$ cat config.mk
export PLATFORM = sky130hd
export DESIGN_NAME = intr_ctrl
export DESIGN_NICKNAME = d
export VERILOG_FILES = /design/src/rtl/intr_ctrl_pkg.sv /design/src/rtl/intr_edge_det.sv /design/src/rtl/intr_ctrl.sv
export SDC_FILE = /design/constraint.sdc
export NUM_CORES = 1
export LEC_CHECK = 0
export ABC_AREA = 1
export CAP_MARGIN = 20
export CELL_PAD_IN_SITES_DETAIL_PLACEMENT = 0
export CELL_PAD_IN_SITES_GLOBAL_PLACEMENT = 2
export CORE_UTILIZATION = 22
export DETAILED_ROUTE_END_ITERATION = 16
export PLACE_DENSITY = 0.95
export SLEW_MARGIN = 20
export SYNTH_ARGS = -nofsm -noshare
export SYNTH_HDL_FRONTEND = slang
export SYNTH_SLANG_ARGS = --single-unit
$ cat constraint.sdc
create_clock -name CLK -period 2.59 [get_ports CLK]
set_input_delay 0.518 -clock CLK [delete_from_list [all_inputs] [get_ports CLK]]
set_output_delay 0.518 -clock CLK [all_outputs]
set_load 0.05 [all_outputs]
$ cat src/rtl/intr_ctrl_pkg.sv
// intr_ctrl_pkg -- shared definitions for the interrupt controller.
//   * register word addresses
//   * controller state encoding
//   * STATUS register layout {state, cpu_irq}
//   * lowest_set(): index of the lowest set bit of a 32-bit vector
package intr_ctrl_pkg;

   localparam logic [1:0] ADDR_ENABLE  = 2'd0;
   localparam logic [1:0] ADDR_PENDING = 2'd1;
   localparam logic [1:0] ADDR_CLAIM   = 2'd2;
   localparam logic [1:0] ADDR_STATUS  = 2'd3;

   typedef enum logic [1:0] {
      ST_IDLE      = 2'd0,
      ST_ASSERT    = 2'd1,
      ST_INSERVICE = 2'd2
   } state_e;

   // STATUS word: bit 0 = cpu_irq, bits 2:1 = state, rest reads 0
   typedef struct packed {
      logic [28:0] rsvd;
      state_e      state;
      logic        cpu_irq;
   } status_t;

   // Lowest index wins; scanning downward leaves the smallest set index last.
   function automatic logic [4:0] lowest_set(input logic [31:0] vec);
      logic [4:0] idx;
      idx = 5'd0;
      for (int i = 31; i >= 0; i--) begin
         if (vec[i]) begin
            idx = 5'(i);
         end else begin
            idx = idx;
         end
      end
      return idx;
   endfunction

endpackage

$ cat src/rtl/intr_edge_det.sv
// intr_edge_det -- rising-edge detector for the interrupt sources.
// Ports:
//   CLK      : clock, rising edge
//   RST_N    : synchronous active-low reset
//   src_irq  : raw source levels (NUM_SRC bits)
//   src_edge : one-cycle pulse per source on a detected 0->1 transition
// Build option: define INTR_CTRL_SYNC_EN to insert a two-flop synchronizer
// ahead of the detector (two extra cycles of latency).
module intr_edge_det #(
   parameter int NUM_SRC = 8
) (
   input  logic               CLK,
   input  logic               RST_N,
   input  logic [NUM_SRC-1:0] src_irq,
   output logic [NUM_SRC-1:0] src_edge
);

`ifdef INTR_CTRL_SYNC_EN
   // History must only be trusted once the synchronizer has flushed its
   // reset zeros, otherwise a source already high would look like an edge.
   localparam int PRIME_W = 3;

   logic [NUM_SRC-1:0] sync1_q, sync1_d;
   logic [NUM_SRC-1:0] sync2_q, sync2_d;
   logic [NUM_SRC-1:0] sample_s;

   // Synchronizer next-state and detector sample point
   always_comb begin
      sync1_d  = src_irq;
      sync2_d  = sync1_q;
      sample_s = sync2_q;
   end

   // Synchronizer flops
   always_ff @(posedge CLK) begin
      if (!RST_N) begin
         sync1_q <= {NUM_SRC{1'b0}};
         sync2_q <= {NUM_SRC{1'b0}};
      end else begin
         sync1_q <= sync1_d;
         sync2_q <= sync2_d;
      end
   end
`else
   localparam int PRIME_W = 1;

   logic [NUM_SRC-1:0] sample_s;

   // Sources are sampled directly
   always_comb begin
      sample_s = src_irq;
   end
`endif

   localparam logic [PRIME_W-1:0] PRIME_ONE = PRIME_W'(1'b1);

   logic [NUM_SRC-1:0] hist_q, hist_d;
   logic [PRIME_W-1:0] primed_q, primed_d;

   // Edge detection; the first valid sample after reset only loads history
   always_comb begin
      hist_d   = sample_s;
      primed_d = (primed_q << 1) | PRIME_ONE;
      if (primed_q[PRIME_W-1]) begin
         src_edge = sample_s & ~hist_q;
      end else begin
         src_edge = {NUM_SRC{1'b0}};
      end
   end

   // History and priming flops
   always_ff @(posedge CLK) begin
      if (!RST_N) begin
         hist_q   <= {NUM_SRC{1'b0}};
         primed_q <= {PRIME_W{1'b0}};
      end else begin
         hist_q   <= hist_d;
         primed_q <= primed_d;
      end
   end

endmodule

$ cat src/rtl/intr_ctrl.sv
// intr_ctrl -- edge-triggered interrupt controller with claim/complete.
// Ports:
//   CLK, RST_N          : clock (rising) and synchronous active-low reset
//   src_irq[NUM_SRC]    : raw sources, bit 0 = timer
//   wr_en/addr/wr_data  : register write port (addr also selects rd_data)
//   rd_data[32]         : combinational read data
//   claim / complete    : CPU claim and end-of-service pulses
//   claim_id/claim_valid/cpu_irq : registered outputs to the CPU
// Registers: 0 ENABLE (rw), 1 PENDING (r, write-1-clear), 2 CLAIM_ID (r),
//            3 STATUS {state, cpu_irq} (r).
// Build option: INTR_CTRL_SYNC_EN adds a source synchronizer (see intr_edge_det).
module intr_ctrl
   import intr_ctrl_pkg::*;
#(
   parameter int NUM_SRC = 8,
   parameter int ID_W    = 5
) (
   input  logic               CLK,
   input  logic               RST_N,
   input  logic [NUM_SRC-1:0] src_irq,
   input  logic               wr_en,
   input  logic [1:0]         addr,
   input  logic [31:0]        wr_data,
   output logic [31:0]        rd_data,
   input  logic               claim,
   input  logic               complete,
   output logic [ID_W-1:0]    claim_id,
   output logic               claim_valid,
   output logic               cpu_irq
);

   localparam logic [NUM_SRC-1:0] ONE_HOT0 = {{(NUM_SRC-1){1'b0}}, 1'b1};

   logic [NUM_SRC-1:0] enable_q, enable_d;
   logic [NUM_SRC-1:0] pending_q, pending_d;
   logic [NUM_SRC-1:0] src_edge_s, active_s, grant_s, wr_clr_s;
   logic [31:0]        active_ext_s;
   logic [4:0]         first_idx_s;
   state_e             state_q, state_d;
   logic [ID_W-1:0]    claim_id_q, claim_id_d;
   logic               claim_valid_q, claim_valid_d;
   logic               cpu_irq_q, cpu_irq_d;
   status_t            status_s;
   logic               unused_wr_s;

   // Only the low NUM_SRC bits of write data carry meaning
   assign unused_wr_s = ^wr_data;

   intr_edge_det #(
      .NUM_SRC (NUM_SRC)
   ) u_edge_det (
      .CLK      (CLK),
      .RST_N    (RST_N),
      .src_irq  (src_irq),
      .src_edge (src_edge_s)
   );

   // Enabled pending sources and the lowest-index candidate
   always_comb begin
      active_s                    = pending_q & enable_q;
      active_ext_s                = 32'd0;
      active_ext_s[NUM_SRC-1:0]   = active_s;
      first_idx_s                 = lowest_set(active_ext_s);
   end

   // Controller next state; grant_s marks the pending bit taken by a claim
   always_comb begin
      state_d       = state_q;
      cpu_irq_d     = cpu_irq_q;
      claim_valid_d = claim_valid_q;
      claim_id_d    = claim_id_q;
      grant_s       = {NUM_SRC{1'b0}};
      case (state_q)
         ST_IDLE: begin
            if (|active_s) begin
               state_d   = ST_ASSERT;
               cpu_irq_d = 1'b1;
            end else begin
               cpu_irq_d = 1'b0;
            end
         end
         ST_ASSERT: begin
            if (claim) begin
               cpu_irq_d = 1'b0;
               if (|active_s) begin
                  state_d       = ST_INSERVICE;
                  claim_id_d    = ID_W'(first_idx_s);
                  claim_valid_d = 1'b1;
                  grant_s       = ONE_HOT0 << first_idx_s;
               end else begin
                  // enable was withdrawn while the request was up
                  state_d       = ST_IDLE;
                  claim_valid_d = 1'b0;
               end
            end else if (!(|active_s)) begin
               state_d   = ST_IDLE;
               cpu_irq_d = 1'b0;
            end else begin
               cpu_irq_d = 1'b1;
            end
         end
         ST_INSERVICE: begin
            if (complete) begin
               state_d       = ST_IDLE;
               claim_valid_d = 1'b0;
            end else begin
               state_d = ST_INSERVICE;
            end
         end
         default: begin
            state_d       = ST_IDLE;
            cpu_irq_d     = 1'b0;
            claim_valid_d = 1'b0;
         end
      endcase
   end

   // Register writes; a new edge outranks any clear in the same cycle
   always_comb begin
      if (wr_en && (addr == ADDR_ENABLE)) begin
         enable_d = wr_data[NUM_SRC-1:0];
      end else begin
         enable_d = enable_q;
      end
      if (wr_en && (addr == ADDR_PENDING)) begin
         wr_clr_s = wr_data[NUM_SRC-1:0];
      end else begin
         wr_clr_s = {NUM_SRC{1'b0}};
      end
      pending_d = (pending_q & ~(wr_clr_s | grant_s)) | src_edge_s;
   end

   // Read mux
   always_comb begin
      status_s = '{rsvd: 29'd0, state: state_q, cpu_irq: cpu_irq_q};
      rd_data  = 32'd0;
      case (addr)
         ADDR_ENABLE:  rd_data[NUM_SRC-1:0] = enable_q;
         ADDR_PENDING: rd_data[NUM_SRC-1:0] = pending_q;
         ADDR_CLAIM:   rd_data[ID_W-1:0]    = claim_id_q;
         ADDR_STATUS:  rd_data              = status_s;
         default:      rd_data              = 32'd0;
      endcase
   end

   // State, registers and CPU-facing outputs
   always_ff @(posedge CLK) begin
      if (!RST_N) begin
         enable_q      <= {NUM_SRC{1'b0}};
         pending_q     <= {NUM_SRC{1'b0}};
         state_q       <= ST_IDLE;
         claim_id_q    <= {ID_W{1'b0}};
         claim_valid_q <= 1'b0;
         cpu_irq_q     <= 1'b0;
      end else begin
         enable_q      <= enable_d;
         pending_q     <= pending_d;
         state_q       <= state_d;
         claim_id_q    <= claim_id_d;
         claim_valid_q <= claim_valid_d;
         cpu_irq_q     <= cpu_irq_d;
      end
   end

   assign claim_id    = claim_id_q;
   assign claim_valid = claim_valid_q;
   assign cpu_irq     = cpu_irq_q;

endmodule
* Yosys cells after proc, flatten, opt, wreduce, memory -nomap -nowiden
Index checks and enable logic that the tools add are counted.
W data, S select, Z words.
** Cells by class
- Shift-type cells :: 1
- Muxes and demuxes :: 28
- Bitwise gates (word level) :: 8
- Eq/ne operators :: 9
- Reduce and logical (&&, ||, !) cells :: 8
** Operators by type and width (count)
- $mux W8 :: 5
- $mux W5 :: 7
- $and A8 B8 Y8 :: 3
- $pmux W5 S4 :: 1
- $not A8 Y8 :: 2
- $or A8 B8 Y8 :: 2
- $mux W2 :: 5
- $reduce_or A8 Y1 :: 1
- $shl A1 B5 Y8 const A :: 1
- $eq A2 B2 Y1 const B :: 3
- $ne A2 B2 Y1 const B :: 3
- $pmux W1 S3 :: 2
- $pmux W2 S3 :: 1
- $pmux W3 S2 :: 1
- $reduce_and A3 Y1 :: 2
- $mux W1 :: 5
- $eq A2 B1 Y1 const B :: 2
- $logic_not A2 Y1 :: 2
- $mux W3 :: 1
- $ne A3 B3 Y1 const B :: 1
- $logic_and A1 B1 Y1 :: 2
- $reduce_and A2 Y1 :: 1
- $not A1 Y1 :: 1
** Word-level totals
- Word-level logic and storage cells :: 62
- Register bits :: 34
- Input bits :: 47
- Output and inout bits :: 39

* Depth between registers and ports, before layout
Gate-level depths: netlist of the first run.
- Depth after elaboration :: 17
- Gate-level depth with buffers :: 12
- Depth with buffers taken out :: 12

* Modules after synthesis
From an unflattened synthesis of the first run, not the netlist that was laid out.
** Unflattened totals
- Cell total of the unflattened synthesis :: 245
- Area total of the unflattened synthesis :: 1735.4 sq um
** Modules (own cells, without submodules)
- intr_ctrl :: times used 1, cells each 202, seq. area each 460.4 sq um, area each 1425.1 sq um
- intr_edge_det :: times used 1, cells each 43, seq. area each 180.2 sq um, area each 310.3 sq um

* Worst setup path after synthesis of the first run
Ideal clock, no wire load.
- Path type :: input to output
- Start point :: input addr[0]
- End point :: output rd_data[6]
- Required time :: 2.072 ns
- Setup slack :: 0.212 ns
- Cell stages on the path :: 3
- Path buffers :: 0
- Data arrival time :: 1.860 ns
- Cells stage by stage :: nor2_4 -> inv_1 -> o21ai_0
** Between the ends
- Cells in the longest elaborated chain, start to end :: 2
- Elaborated cells on any way between the ends :: 3
- Those cells by class :: 1 x eq/ne; 1 x mux; 1 x reduce/logical
** RTL lines
- from (decl) :: line intr_ctrl.sv:22 : input logic [1:0] addr,
- $eq A2 B1 Y1 or $logic_not A2 Y1 (tied branches) :: line intr_ctrl.sv:137 : case (addr)
- $pmux W3 S2 * :: line intr_ctrl.sv:137
- to (decl) :: line intr_ctrl.sv:24 : output logic [31:0] rd_data,
Mark *: on every way between the ends. The rest lies on a longest branch, timed or not.

* Worst setup path in the final report of the first run
- Start point :: input addr[1]
- End point :: output rd_data[2]
** Between the ends
- Cells in the longest elaborated chain, start to end :: 2
- Elaborated cells on any way between the ends :: 5
- Those cells by class :: 3 x eq/ne; 1 x mux; 1 x reduce/logical
** RTL lines (line)
- $eq A2 B2 Y1, or another cell as far along :: intr_ctrl.sv:137
- $pmux W5 S4 * :: intr_ctrl.sv:137
Marks and branches as above.

==> implementation parameters, run 1 <==
Parameter                              Value

Power
  P per Cell Area    529 nW/um^2
  Clock Power Share    approximately a third
  Reg power frac    approximately 44%
  Internal Pwr Total    between 0.8 and 0.9 mW
  Leakage power    between 1 and 1.5 nW
  P_sw    0.378 mW
  Peak supply drop    0.177 mV
  Relative contribution of combinational cells to total power    22.5%
  Net switching share of the total power    31.5%

Synthesis
  Mux share of post-synthesis cell area    0%
  Post-Syn Area    1720 um^2
  Synth Area in XOR/XNOR    0%
  Simple-gate share of the synthesized area    between 20% and 30%
  Top cell type by total area after synthesis    sky130_fd_sc_hd__dfxtp_1
  Post-synthesis compound-gate area fraction    ~16%
  Predominant post-synthesis flop cell    sky130_fd_sc_hd__dfxtp_1
  Synth Warn #    0
  Combinational family with the most area after synthesis    simple AND/OR/NAND/NOR gates
  Top area cells in the synthesized netlist    sky130_fd_sc_hd__dfxtp_1, sky130_fd_sc_hd__buf_4, sky130_fd_sc_hd__nand2_1
  Unique masters post-synth    24
  Share of synthesized area occupied by flip-flops and latches    37.3%
  Most used standard cell by instance count after synthesis    sky130_fd_sc_hd__nand2_1
  Area share of fa/ha/maj cells after synthesis    0%
  Share of flip-flops with an asynchronous set or reset    0%
  Post-synth top area share    37.3%
  Number of synthesized register bits    32
  Post-Syn Instances    240
  Top cells by instance count after synthesis    sky130_fd_sc_hd__nand2_1, sky130_fd_sc_hd__inv_1, sky130_fd_sc_hd__dfxtp_1
  Mean cell area of the mapped netlist    7.15 um^2
  Number of enable-type register cells in the synthesized netlist    0

Global routing
  Global Route Usage Sum    10.1%
  Number of global-route vias before repair    approximately 1.4k
  Number of antenna violations at the first check in global routing    0
  Wire length of the first global-routing pass    6.63 mm
  Overflow left after global routing    0
  Pin count of the biggest net entering global routing    15

Critical path
  Cells along the critical path    clkdlybuf4s50_1 > nor2_4 > inv_1 > o22ai_1 > nor2_1 > buf_12
  Kind of cell with the highest combined delay on the critical path    buffers and inverters
  Crit path buf inv count    3
  Sort of element at the end of the critical path    primary output
  Top fanout value on the critical path    7
  Data arrival time of the critical path    1.87 ns
  Required @ worst endpoint    2.07 ns
  Highest cell delay on the worst timing path    0.68 ns
  Critical Path Start Type    input pin
  CP max stage cell    sky130_fd_sc_hd__clkdlybuf4s50_1
  Worst Path Class, Setup    in -> out

Placement
  Placed cell count    372
  Setup slack after placement    0.193 ns
  Count of input and output buffers    35
  Final Wtd Congestion    0.836
  DP Wirelength    3.16 mm

Die
  Area of the die    just over 8000 um^2
  Effective utilization at floorplan    between 20% and 30%
  DIE WIDTH    90.3 um
  Height of the die    about 90 um
  IO Pins    86
  Core Region    around 7400 um^2
  Number of rows created at floorplan    31

STA
  Transition at the pin with the smallest max-transition slack    0.498 ns
  Final min period    2.39 ns
  Slack of the critical path    0.199 ns
  Final-report max-slew violation count    0
  Final clock skew    around 0.0094 ns
  RSZ-0062 raised after global routing    no
  Period utilization    just over 90%
  Endpoints failing setup    0
  Fmax achieved    418 MHz
  Slew margin rel.    approximately 67%
  Sum of negative setup slack    0 ns
  Final number of hold-violating endpoints    0

Clock network
  Insertion delay to the later sink of the worst-skew pair    0.29 ns
  Total CTS buffers    5
  Max Buffers Root-to-Sink    2
  Clock tree root buffer cell    sky130_fd_sc_hd__clkbuf_8
  Post-CTS sizing    0
  Clock slew at reported path FFs    0.06 ns
  Sinks on the clock net    32
  Buffers inserted during post-CTS setup optimization    0
  Total of hold buffers inserted after clock tree synthesis    0
  Clock tree from TritonCTS    done
  Htree depth    2

Outcome
  Outcome    finished, final reports clean

Route
  Routed vias    ~1.5k
  DR vias/cell    3.98
  Number of detailed-routing iterations run before antenna repair    4
  Average wire per cell in the routed design    approximately 10 um
  Post-detailed-route count of antenna-violating nets    0
  Drt drc    0
  Starting DRT DRC Count    58
  Total length of routed wires    3.98 mm

Finish
  Area Overhead vs Synth    32.1%
  Fin nets    327
  Diode insertion count for antenna repair    0
  Number of standard cells in the layout, taps in and fillers out    380
  Share of final-layout standard cells stronger than drive strength 1    12.1%
  Number of fill cells in the layout    820

Min path
  Worst min-delay path class    reg -> reg

Run
  # Max-Cap Violations    0
## worst reg2reg max path: stages (launching register included)
cell	delay [ns]
sky130_fd_sc_hd__dfxtp_1	0.38
sky130_fd_sc_hd__nand2_2	0.13
sky130_fd_sc_hd__nand2_1	0.12
sky130_fd_sc_hd__inv_1	0.06
sky130_fd_sc_hd__nand2_1	0.13
sky130_fd_sc_hd__nor2_1	0.07
sky130_fd_sc_hd__nor2_2	0.17
sky130_fd_sc_hd__inv_1	0.11
sky130_fd_sc_hd__nand2_1	0.07
sky130_fd_sc_hd__a21oi_1	0.05
## through the flow
stage / power (mW) / utilization [%] / hold slack, ns / cell area, um^2
global placement: 0.813 / 29.4 / 0.452 / 2180
finish: 1.20 / 30.6 / 0.467 / 2270
CTS: 1.20 / 30.6 / 0.468 / 2270
floorplan: 0.750 / - / 0.439 / 1810
global route: 1.25 / 30.6 / 0.486 / 2270
detailed placement: 0.814 / 29.4 / 0.460 / 2180
## state kept, by name (all words and copies together) (netlist names)
| signal | flops |
|---|---|
| claim_id | 3 |
| enable_q | 8 |
| u_edge_det.hist_q | 8 |
| u_edge_det.primed_q | 1 |
| pending_q | 8 |
| cpu_irq | 1 |
| claim_valid | 1 |
| state_q | 2 |
## kinds of logic after synthesis
| group | after synthesis |
|---|---|
| flip-flops | 32 |
| other | 1 |
| AND/OR/NAND/NOR | 88 |
| buffers and inverters | 70 |
| AO/OA/AOI/OAI | 49 |
## per-layer routing
| metal | vias to the layer above | wire length (um) | track usage (%) | share of wire (%) |
|---|---|---|---|---|
| li1 | 799 | - | - | - |
| met5 | - | 0 | 0 | 0 |
| met4 | 0 | 59 | 4.03 | 1.5 |
| met1 | 659 | 1860 | 12.6 | 47 |
| met3 | 6 | 150 | 2.53 | 3.8 |
| met2 | 47 | 1910 | 16.7 | 48 |
## placed cells by master (no fill, tap or decap), types with 8 or more instances in the layout
cell type / instances
sky130_fd_sc_hd__buf_12: 8
sky130_fd_sc_hd__dfxtp_1: 32
sky130_fd_sc_hd__conb_1: 26
sky130_fd_sc_hd__nor2_1: 9
sky130_fd_sc_hd__o21ai_0: 13
sky130_fd_sc_hd__nand2_1: 47
sky130_fd_sc_hd__a21oi_1: 22
sky130_fd_sc_hd__nand3b_1: 8
sky130_fd_sc_hd__inv_1: 36
sky130_fd_sc_hd__nand3_1: 11
sky130_fd_sc_hd__clkdlybuf4s50_1: 27
## power by group through the flow
stage	combinational (mW)	clock, mW	sequential [mW]
after floorplan	0.208	0	0.543
after global placement	0.269	0	0.543
after detailed placement	0.270	0	0.544
final	0.270	0.396	0.533
after CTS	0.271	0.400	0.533
after global routing	0.288	0.426	0.535
## final timing paths
path,start,to,slack (ns),cells past startpoint
max,addr[1],rd_data[2],0.20,6
min,claim_valid,claim_valid,0.47,2
max reg2reg,pending_q[0],claim_id[2],1.16,9
min reg2reg,claim_valid,claim_valid,0.47,2
## area by class of cell
| cell class | count | area [um^2] | area share (%) |
|---|---|---|---|
| Multi-Input combinational cell | 163 | 805 | 35.5 |
| Timing Repair Buffer | 39 | 460 | 20.3 |
| Sequential cell | 32 | 641 | 28.3 |
| Clock buffer | 8 | 90.1 | 3.98 |
| Inverter | 39 | 146 | 6.46 |
| Tap cell | 99 | 124 | 5.47 |
Note: power is estimated with default switching activity, not from simulation.
==> inputs of run 2 (changes only) <==
--- a/config.mk
+++ b/config.mk
@@ -8,8 +8,9 @@
 export ABC_AREA = 1
 export CAP_MARGIN = 20
 export CELL_PAD_IN_SITES_DETAIL_PLACEMENT = 0
-export CELL_PAD_IN_SITES_GLOBAL_PLACEMENT = 2
-export CORE_UTILIZATION = 22
+export CELL_PAD_IN_SITES_GLOBAL_PLACEMENT = 1
+export CORE_MARGIN = 3
+export CORE_UTILIZATION = 29
 export DETAILED_ROUTE_END_ITERATION = 16
 export PLACE_DENSITY = 0.95
 export SLEW_MARGIN = 20
==> implementation parameters, run 2 (synthesis results as in run 1) <==
Parameter                              Value

Global routing
  Global Route Usage Sum    11.2% (+1.1 points)
  Pin count of the biggest net entering global routing    15 (unchanged)
  Wire length of the first global-routing pass    6.44 mm (-2.9%)
  Number of antenna violations at the first check in global routing    0 (unchanged)
  Overflow left after global routing    0 (unchanged)
  Number of global-route vias before repair    1452 (+3.2%)

Critical path
  Data arrival time of the critical path    1.88 ns (about the same)
  Sort of element at the end of the critical path    primary output
  Reg-to-reg startpoint    pending_q[0]
  Count of cells along the worst register-to-register path    9 (unchanged)
  Required @ worst endpoint    2.07 ns (about the same)
  Setup slack of the most critical reg-to-reg path    1.21 ns (+0.05 ns)
  Critical Path Start Type    input pin
  Worst R2R End    claim_id[2]
  Worst Path Class, Setup    in -> out
  Top fanout value on the critical path    7 (unchanged)

Placement
  Setup slack after placement    0.176 ns (-0.0175 ns)
  Placed cell count    344 (-7.5%)
  DP Area    2130 um^2 (-1.9%)
  DP Wirelength    3.05 mm (-3.6%)
  Final Wtd Congestion    0.762 (-8.8%)
  Count of input and output buffers    35 (unchanged)

Die
  IO Pins    86 (unchanged)
  DIE WIDTH    82.9 um (-8.2%)
  Number of rows created at floorplan    27 (-13%)
  Core Region    5610 um^2 (-24%)
  Area of the die    6870 um^2 (-16%)
  Height of the die    82.9 um (-8.2%)
  Effective utilization at floorplan    30.6% (+7.4 points)

Clock network
  Clock slew at reported path FFs    0.06 ns (about the same)
  Buffers inserted during post-CTS setup optimization    0 (unchanged)
  Sinks on the clock net    32 (unchanged)
  Max Buffers Root-to-Sink    2 (unchanged)
  Clock tree root buffer cell    sky130_fd_sc_hd__clkbuf_8
  Post-CTS sizing    0 (unchanged)
  Total CTS buffers    5 (unchanged)
  Total of hold buffers inserted after clock tree synthesis    0 (unchanged)
  Htree depth    2 (unchanged)
  Clock tree from TritonCTS    done
  Insertion delay to the later sink of the worst-skew pair    0.28 ns (about the same)

Finish
  Leading cell type in the layout, fill and taps excluded    sky130_fd_sc_hd__nand2_1
  Commonest cells after routing, fill and taps aside    sky130_fd_sc_hd__nand2_1, sky130_fd_sc_hd__inv_1, sky130_fd_sc_hd__dfxtp_1
  Share of final-layout standard cells stronger than drive strength 1    12.1% (+0.043 points)
  Diode insertion count for antenna repair    0 (unchanged)
  Final core area utilization    40.0% (+9.4 points)
  Largest registers    enable_q: 8 flops, pending_q: 8 flops, u_edge_det.hist_q: 8 flops
  Fin nets    326 (-0.31%)
  Final instance area    2240 um^2 (-1.0%)
  Area Overhead vs Synth    30.7%
  Number of fill cells in the layout    605 (-26%)
  Number of standard cells in the layout, taps in and fillers out    352 (-7.4%)

STA
  Final clock skew    0.00445 ns (-0.00493 ns)
  Fmax achieved    418 MHz (-0.11%)
  Transition at the pin with the smallest max-transition slack    0.511 ns (+0.0129 ns)
  Period utilization    92.4% (+0.10 points)
  Final number of hold-violating endpoints    0 (unchanged)
  Endpoints failing setup    0 (unchanged)
  Sum of negative setup slack    0 ns (unchanged)
  Slew margin rel.    65.8% (-0.86 points)
  RSZ-0062 raised after global routing    no
  Hold slack final    0.464 ns (-0.00267 ns)
  Final-report max-slew violation count    0 (unchanged)
  Slack of the critical path    0.197 ns (-0.00270 ns)
  Final min period    2.39 ns (+0.00270 ns)

Min path
  Worst min-delay path class    reg -> reg
  Hold worst-path end    claim_valid
  Min-Delay Startpoint    claim_valid
  Count of cells along the worst hold path    2 (unchanged)

Route
  Post-detailed-route count of antenna-violating nets    0 (unchanged)
  Average wire per cell in the routed design    10.7 um (+1.8%)
  Drt drc    0 (unchanged)
  Total length of routed wires    3.76 mm (-5.7%)
  Number of detailed-routing iterations run before antenna repair    4 (unchanged)
  Routed vias    1497 (-0.93%)
  DR vias/cell    4.25 (+7.0%)
  Starting DRT DRC Count    125 (+120%)

Outcome
  Outcome    finished, final reports clean

Power
  Peak supply drop    0.194 mV (+9.3%)
  P per Cell Area    564 nW/um^2 (+6.6%)
  Total power consumption of the routed design    1.26 mW (+5.5%)
  Leakage power    1.03 nW (+0.42%)

Run
  # Max-Cap Violations    0 (unchanged)
==> run 2: how the worst max path moves through the flow <==
stage | startpoint | end | slack [ns] | cells past startpoint
2_1_floorplan | addr[0] | rd_data[6] | 0.21 | 3
3_3_place_gp | addr[1] | rd_data[6] | 0.21 | 5
3_5_place_dp | addr[1] | rd_data[6] | 0.18 | 5
4_1_cts | addr[1] | rd_data[6] | 0.18 | 5
5_1_grt | addr[1] | rd_data[6] | 0.08 | 5
6_report | addr[1] | rd_data[6] | 0.20 | 5
==> run 2: layer usage <==
layer | routed length [um] | track usage, % | up-vias
met4 | 28 | 4.46 | 0
met2 | 1850 | 19.5 | 47
met3 | 206 | 3.17 | 2
met5 | 0 | 0 | -
li1 | - | - | 796
met1 | 1670 | 13.0 | 652
==> run 2: critical path: stages <==
cell and delay (ns):
sky130_fd_sc_hd__clkdlybuf4s50_1 0.58, sky130_fd_sc_hd__nor2_4 0.16, sky130_fd_sc_hd__inv_1 0.10, sky130_fd_sc_hd__o21ai_0 0.33
sky130_fd_sc_hd__buf_12 0.19
==> run 2: report_power, final <==
| part | internal, mW | switching, mW |
|---|---|---|
| Combinational | 0.0871 | 0.180 |
| Sequential | 0.517 | 0.0162 |
| Clock | 0.285 | 0.180 |
| Total | 0.889 | 0.376 |
==> run 2: area by class of cell <==
class,instances,area [um^2],share of cell area (%)
multi-input cells,163,805,35.9
clock inverters,2,35.0,1.56
inverters,39,146,6.53
flip-flops and latches,32,641,28.6
repair buffers,38,453,20.2
clock buffers,6,72.6,3.24
well taps,72,90.1,4.02
==> variant 1, RTL diff (flow settings as in run 2) <==
`NUM_SRC` is set to 8 in 2 places; all go to 16.
--- a/src/rtl/intr_edge_det.sv
+++ b/src/rtl/intr_edge_det.sv
@@ -8,5 +8,5 @@
 // ahead of the detector (two extra cycles of latency).
 module intr_edge_det #(
-   parameter int NUM_SRC = 8
+   parameter int NUM_SRC = 16
 ) (
    input  logic               CLK,
--- a/src/rtl/intr_ctrl.sv
+++ b/src/rtl/intr_ctrl.sv
@@ -13,5 +13,5 @@
    import intr_ctrl_pkg::*;
 #(
-   parameter int NUM_SRC = 8,
+   parameter int NUM_SRC = 16,
    parameter int ID_W    = 5
 ) (
Ports: changed (resized src_irq); port bits go from 86 to 94. No check against the original RTL was run, so the function may have changed too.
==> variant 1 against run 2 <==
Wire length is 100% higher. Area after synthesis is 64% higher. Sequential cell count is 25 higher. Final cell count is 68% higher. Final area is 73% higher. Total power is 74% higher. Setup slack worse by 0.016 ns. Register-to-register slack worse by 0.44 ns.
==> variant 1: results (changes against run 2) <==
run status=finished clean (unchanged); switching pwr=635 µW (was 376 µW); PortBufs=60 (was 35); DRT Wirelength=7.53 mm (was 3.76 mm); vias per cell=4.59 (was 4.25); Fillers=963 (was 605); Worst-Skew Late Latency=0.33 ns (was 0.28 ns); Pre-Repair DR Iteration Count=5 (was 4); crit path max fanout=10 (was 7); Async S/R FF share, synth=0% (unchanged); DP Area=3690 µm² (was 2130 µm²); seq pwr=962 µW (was 533 µW); compound-cell area share of the yosys netlist=15.8% (was 16.2%); largest net degree at the start of global routing=25 (was 15); Critical Path AT=1.89 ns; via count=2721 (was 1497); post-layout net count=514 (was 326); cts bufs inserted=9 (was 5); hpwl dp=6.01 mm (was 3.05 mm); met3 WL=536 µm (was 206 µm); Pleak=0.00174 µW (was 0.00103 µW); Adder-Cell Fraction of Synth Area=0% (unchanged); first-pass GRT wire length=12.2 mm (was 6.44 mm); setup repair bufs after CTS=0 (unchanged); mux cell area share after synthesis=0% (unchanged); Main synth FF type=dfxtp_1 (unchanged); GRT met2 Usage=23.0% (was 19.5%); Critical Path Max Stage Delay=0.52 ns (was 0.58 ns); top sig layer=met4 (unchanged); wire length on met2=3.53 mm (was 1.85 mm); Area growth syn-to-layout=38.5% (was 30.7%); clk buf depth=2 (unchanged); pre-CTS setup slack=0.188 ns (was 0.176 ns); GRT met3 Usage=4.72% (was 3.17%); maximum vdd drop=0.000277 V (was 0.000194 V); Regs by FF count=enable_q x16, pending_q x16, u_edge_det.hist_q x16 (was enable_q x8, pending_q x8, u_edge_det.hist_q x8); Metal-1 WL=3.26 mm (was 1.67 mm); P_comb=426 µW (was 267 µW); met1 usage=16.5% (was 13.0%); Synth area leaders=dfxtp_1 41%, nand2_1 13%, nor2_1 5.1%, inv_1 4.9%, buf_4 4.8% (was dfxtp_1 37%, buf_4 12%, nand2_1 10%, inv_1 7.9%, a21oi_1 6.4%); post-synthesis sequential area ratio=40.6% (was 37.3%); Layout Skew=0.00679 ns (was 0.00445 ns); Total GRT Usage=14.0% (was 11.2%); Gate power share=19.4% (was 21.1%); yosys warns=0 (unchanged); Netlist cell types=26 (was 24); Worst slew margin=63.4% (was 65.8%); # placed instances=577 (was 344); Synth Area in XOR/XNOR=0% (unchanged); ratio of cells with drive above 1 in the final layout=13.4% (was 12.1%); initial antenna violation count=0 (unchanged); Post-Synthesis Cells=391 (was 240); Post-synth top cells=98 x nand2_1, 57 x dfxtp_1, 38 x nor2_1, 37 x inv_1, 22 x o21ai_0 (was 47 x nand2_1, 36 x inv_1, 32 x dfxtp_1, 27 x buf_4, 22 x a21oi_1); # H-tree levels=3 (was 2); gpl congestion=0.876 (was 0.762); DR iter-0 viols=152 (was 125)
variant 1: changes by cell type in the layout (fill, tap and decap cells not counted), moves of 9 or more:
cell / delta
nand2_1: +51
nor2_1: +29
dfxtp_1: +25
clkdlybuf4s50_1: +17
a22o_1: +11
nand4_1: +10
conb_1: -9
o21ai_0: +9
o21bai_1: +9
variant 1: area by class of cell:
| type | instances | share of cell area (%) |
|---|---|---|
| repair buffers | 71 | 21.7 |
| multi-input cells | 278 | 35.7 |
| well taps | 129 | 4.15 |
| flip-flops and latches | 57 | 29.4 |
| inverters | 42 | 4.06 |
| clock inverters | 5 | 1.42 |
| clock buffers | 11 | 3.64 |
variant 1: worst paths after layout:
path,depth (start not counted),slack (ns),endpoint,start
setup / recovery,5,0.18,rd_data[13],addr[1]
setup reg to reg,19,0.77,pending_q[3],pending_q[15]
hold reg to reg,2,0.48,pending_q[14],u_edge_det.hist_q[14]
hold / removal,2,0.48,pending_q[14],u_edge_det.hist_q[14]
==> variant 2, RTL diff (config.mk and constraints of run 2) <==
Without the edit above. Register the output `claim_id` once more, with the module's reset; this adds one clock of latency there. The other outputs are not delayed to match. Comments in the files are not updated.
--- a/src/rtl/intr_ctrl.sv
+++ b/src/rtl/intr_ctrl.sv
@@ -163,5 +163,11 @@
    end
 
-   assign claim_id    = claim_id_q;
+   always_ff @(posedge CLK) begin
+      if (!RST_N) begin
+         claim_id <= '0;
+      end else begin
+         claim_id <= claim_id_q;
+      end
+   end
    assign claim_valid = claim_valid_q;
    assign cpu_irq     = cpu_irq_q;
Behaviour: not the same (a bounded check fails within 10 cycles, from zero or initial values and one cycle with RST_N low).
==> variant 2 against run 2 <==
Setup slack improved by 0.056 ns. Clock power down 7.7%. First-iteration DRC count fell by 27%. Total power grew 1.4%. Final area grew 5.2%. Wire length rose by 12%. Area after synthesis is 7.4% higher. Sequential cell count up 3.
==> variant 2: results (changes against run 2) <==
cts bufs inserted=5 (unchanged); Worst-path clk slew=0.06 ns (about the same); Critical Path Max Stage Delay=0.61 ns (was 0.58 ns); Pleak=0.00108 µW (was 0.00103 µW); via count=1584 (was 1497); crit path max fanout=9 (was 7); hpwl dp=3.24 mm (was 3.05 mm); Critical path origin=addr[0] (was addr[1]); Pre-Repair DR Iteration Count=4 (unchanged); DP Area=2260 µm² (was 2130 µm²); Critical Path AT=1.82 ns (was 1.88 ns); post-synthesis sequential area ratio=38.0% (was 37.3%); HP Class=reg2reg (unchanged); Crit path max-delay family=buffers and inverters (unchanged); hold path cells=2 (unchanged); post-layout net count=333 (was 326); first-pass GRT wire length=6.80 mm (was 6.44 mm); vias in the first global route=1482 (was 1452); Total GRT Usage=11.8% (was 11.2%); largest net degree at the start of global routing=24 (was 15); Post-synth top cells=51 x nand2_1, 35 x dfxtp_1, 26 x buf_4, 26 x inv_1, 18 x nor2_1 (was 47 x nand2_1, 36 x inv_1, 32 x dfxtp_1, 27 x buf_4, 22 x a21oi_1); min cycle time layout=2.34 ns (was 2.39 ns); Async S/R FF share, synth=0% (unchanged); R2R cell count=8 (was 9); ratio of cells with drive above 1 in the final layout=16.0% (was 12.1%); DR iter-0 viols=91 (was 125); r2r setup slk=1.18 ns (was 1.21 ns); yosys warns=0 (unchanged); DR WL/cell=11.6 µm (was 10.7 µm); Synth area leaders=dfxtp_1 38%, buf_4 11%, nand2_1 10%, inv_1 5.3%, nand2_2 3.7% (was dfxtp_1 37%, buf_4 12%, nand2_1 10%, inv_1 7.9%, a21oi_1 6.4%); gpl congestion=0.875 (was 0.762); Layout Skew=0.00583 ns (was 0.00445 ns); RR Endpoint=pending_q[7] (was claim_id[2]); Netlist cell types=29 (was 24); run status=finished clean (unchanged); maximum vdd drop=0.000297 V (was 0.000194 V); Worst-Skew Late Latency=0.28 ns (about the same)
[variant 2: power by group]
| group | total (µW) | internal (µW) | switching, µW |
|---|---|---|---|
| registers | 580 | 563 | 16.8 |
| clock network | 429 | 243 | 186 |
| logic | 273 | 87.4 | 186 |
| total | 1280 | 893 | 389 |
[variant 2: per-layer routing]
layer / GRT usage (%) / share of wire [%] / vias up / routed length [µm]
met3: 2.98 / 5.0 / 8 / 209
met2: 19.2 / 49 / 47 / 2070
met4: 4.89 / 1.9 / 0 / 81
met5: 0 / 0 / - / 0
li1: - / - / 817 / -
met1: 14.8 / 44 / 712 / 1850
[variant 2: worst min path at each step]
stage,start,endpoint,slack [ns]
floorplan,claim_id_q[0],claim_id[0],0.42
global placement,claim_valid,claim_valid,0.46
detailed placement,claim_id_q[0],claim_id[0],0.46
CTS,claim_id_q[0],claim_id[0],0.47
global route,claim_id_q[1],claim_id[1],0.50
finish,claim_id_q[0],claim_id[0],0.47
[variant 2: tightest hold or removal path, stage by stage, from the launching register on]
cell and delay (ns):
dfxtp_1 0.33, nand2_1 0.06, inv_1 0.03
[variant 2: cell type report]
| class | instances | area (µm²) |
|---|---|---|
| inverters | 33 | 130 |
| multi-input cells | 174 | 890 |
| well taps | 75 | 93.8 |
| fillers | 651 | 3670 |
| flip-flops and latches | 35 | 701 |
| repair buffers | 37 | 445 |
| clock buffers | 8 | 100 |
[variant 2: cells by family after synthesis]
family	Yosys count	share of synthesized area, %
buf+inv	64	18.7
flops	35	38.0
compound gates	36	12.6
simple gates	112	30.4
other cells	1	0.204
[variant 2: stage by stage]
step	setup WS (ns)	power (µW)	cells
after CTS	0.242	1290	362
after floorplan	0.722	804	273
after global routing	0.133	1340	362
after detailed placement	0.239	864	354
after global placement	0.257	860	354
final	0.252	1280	362
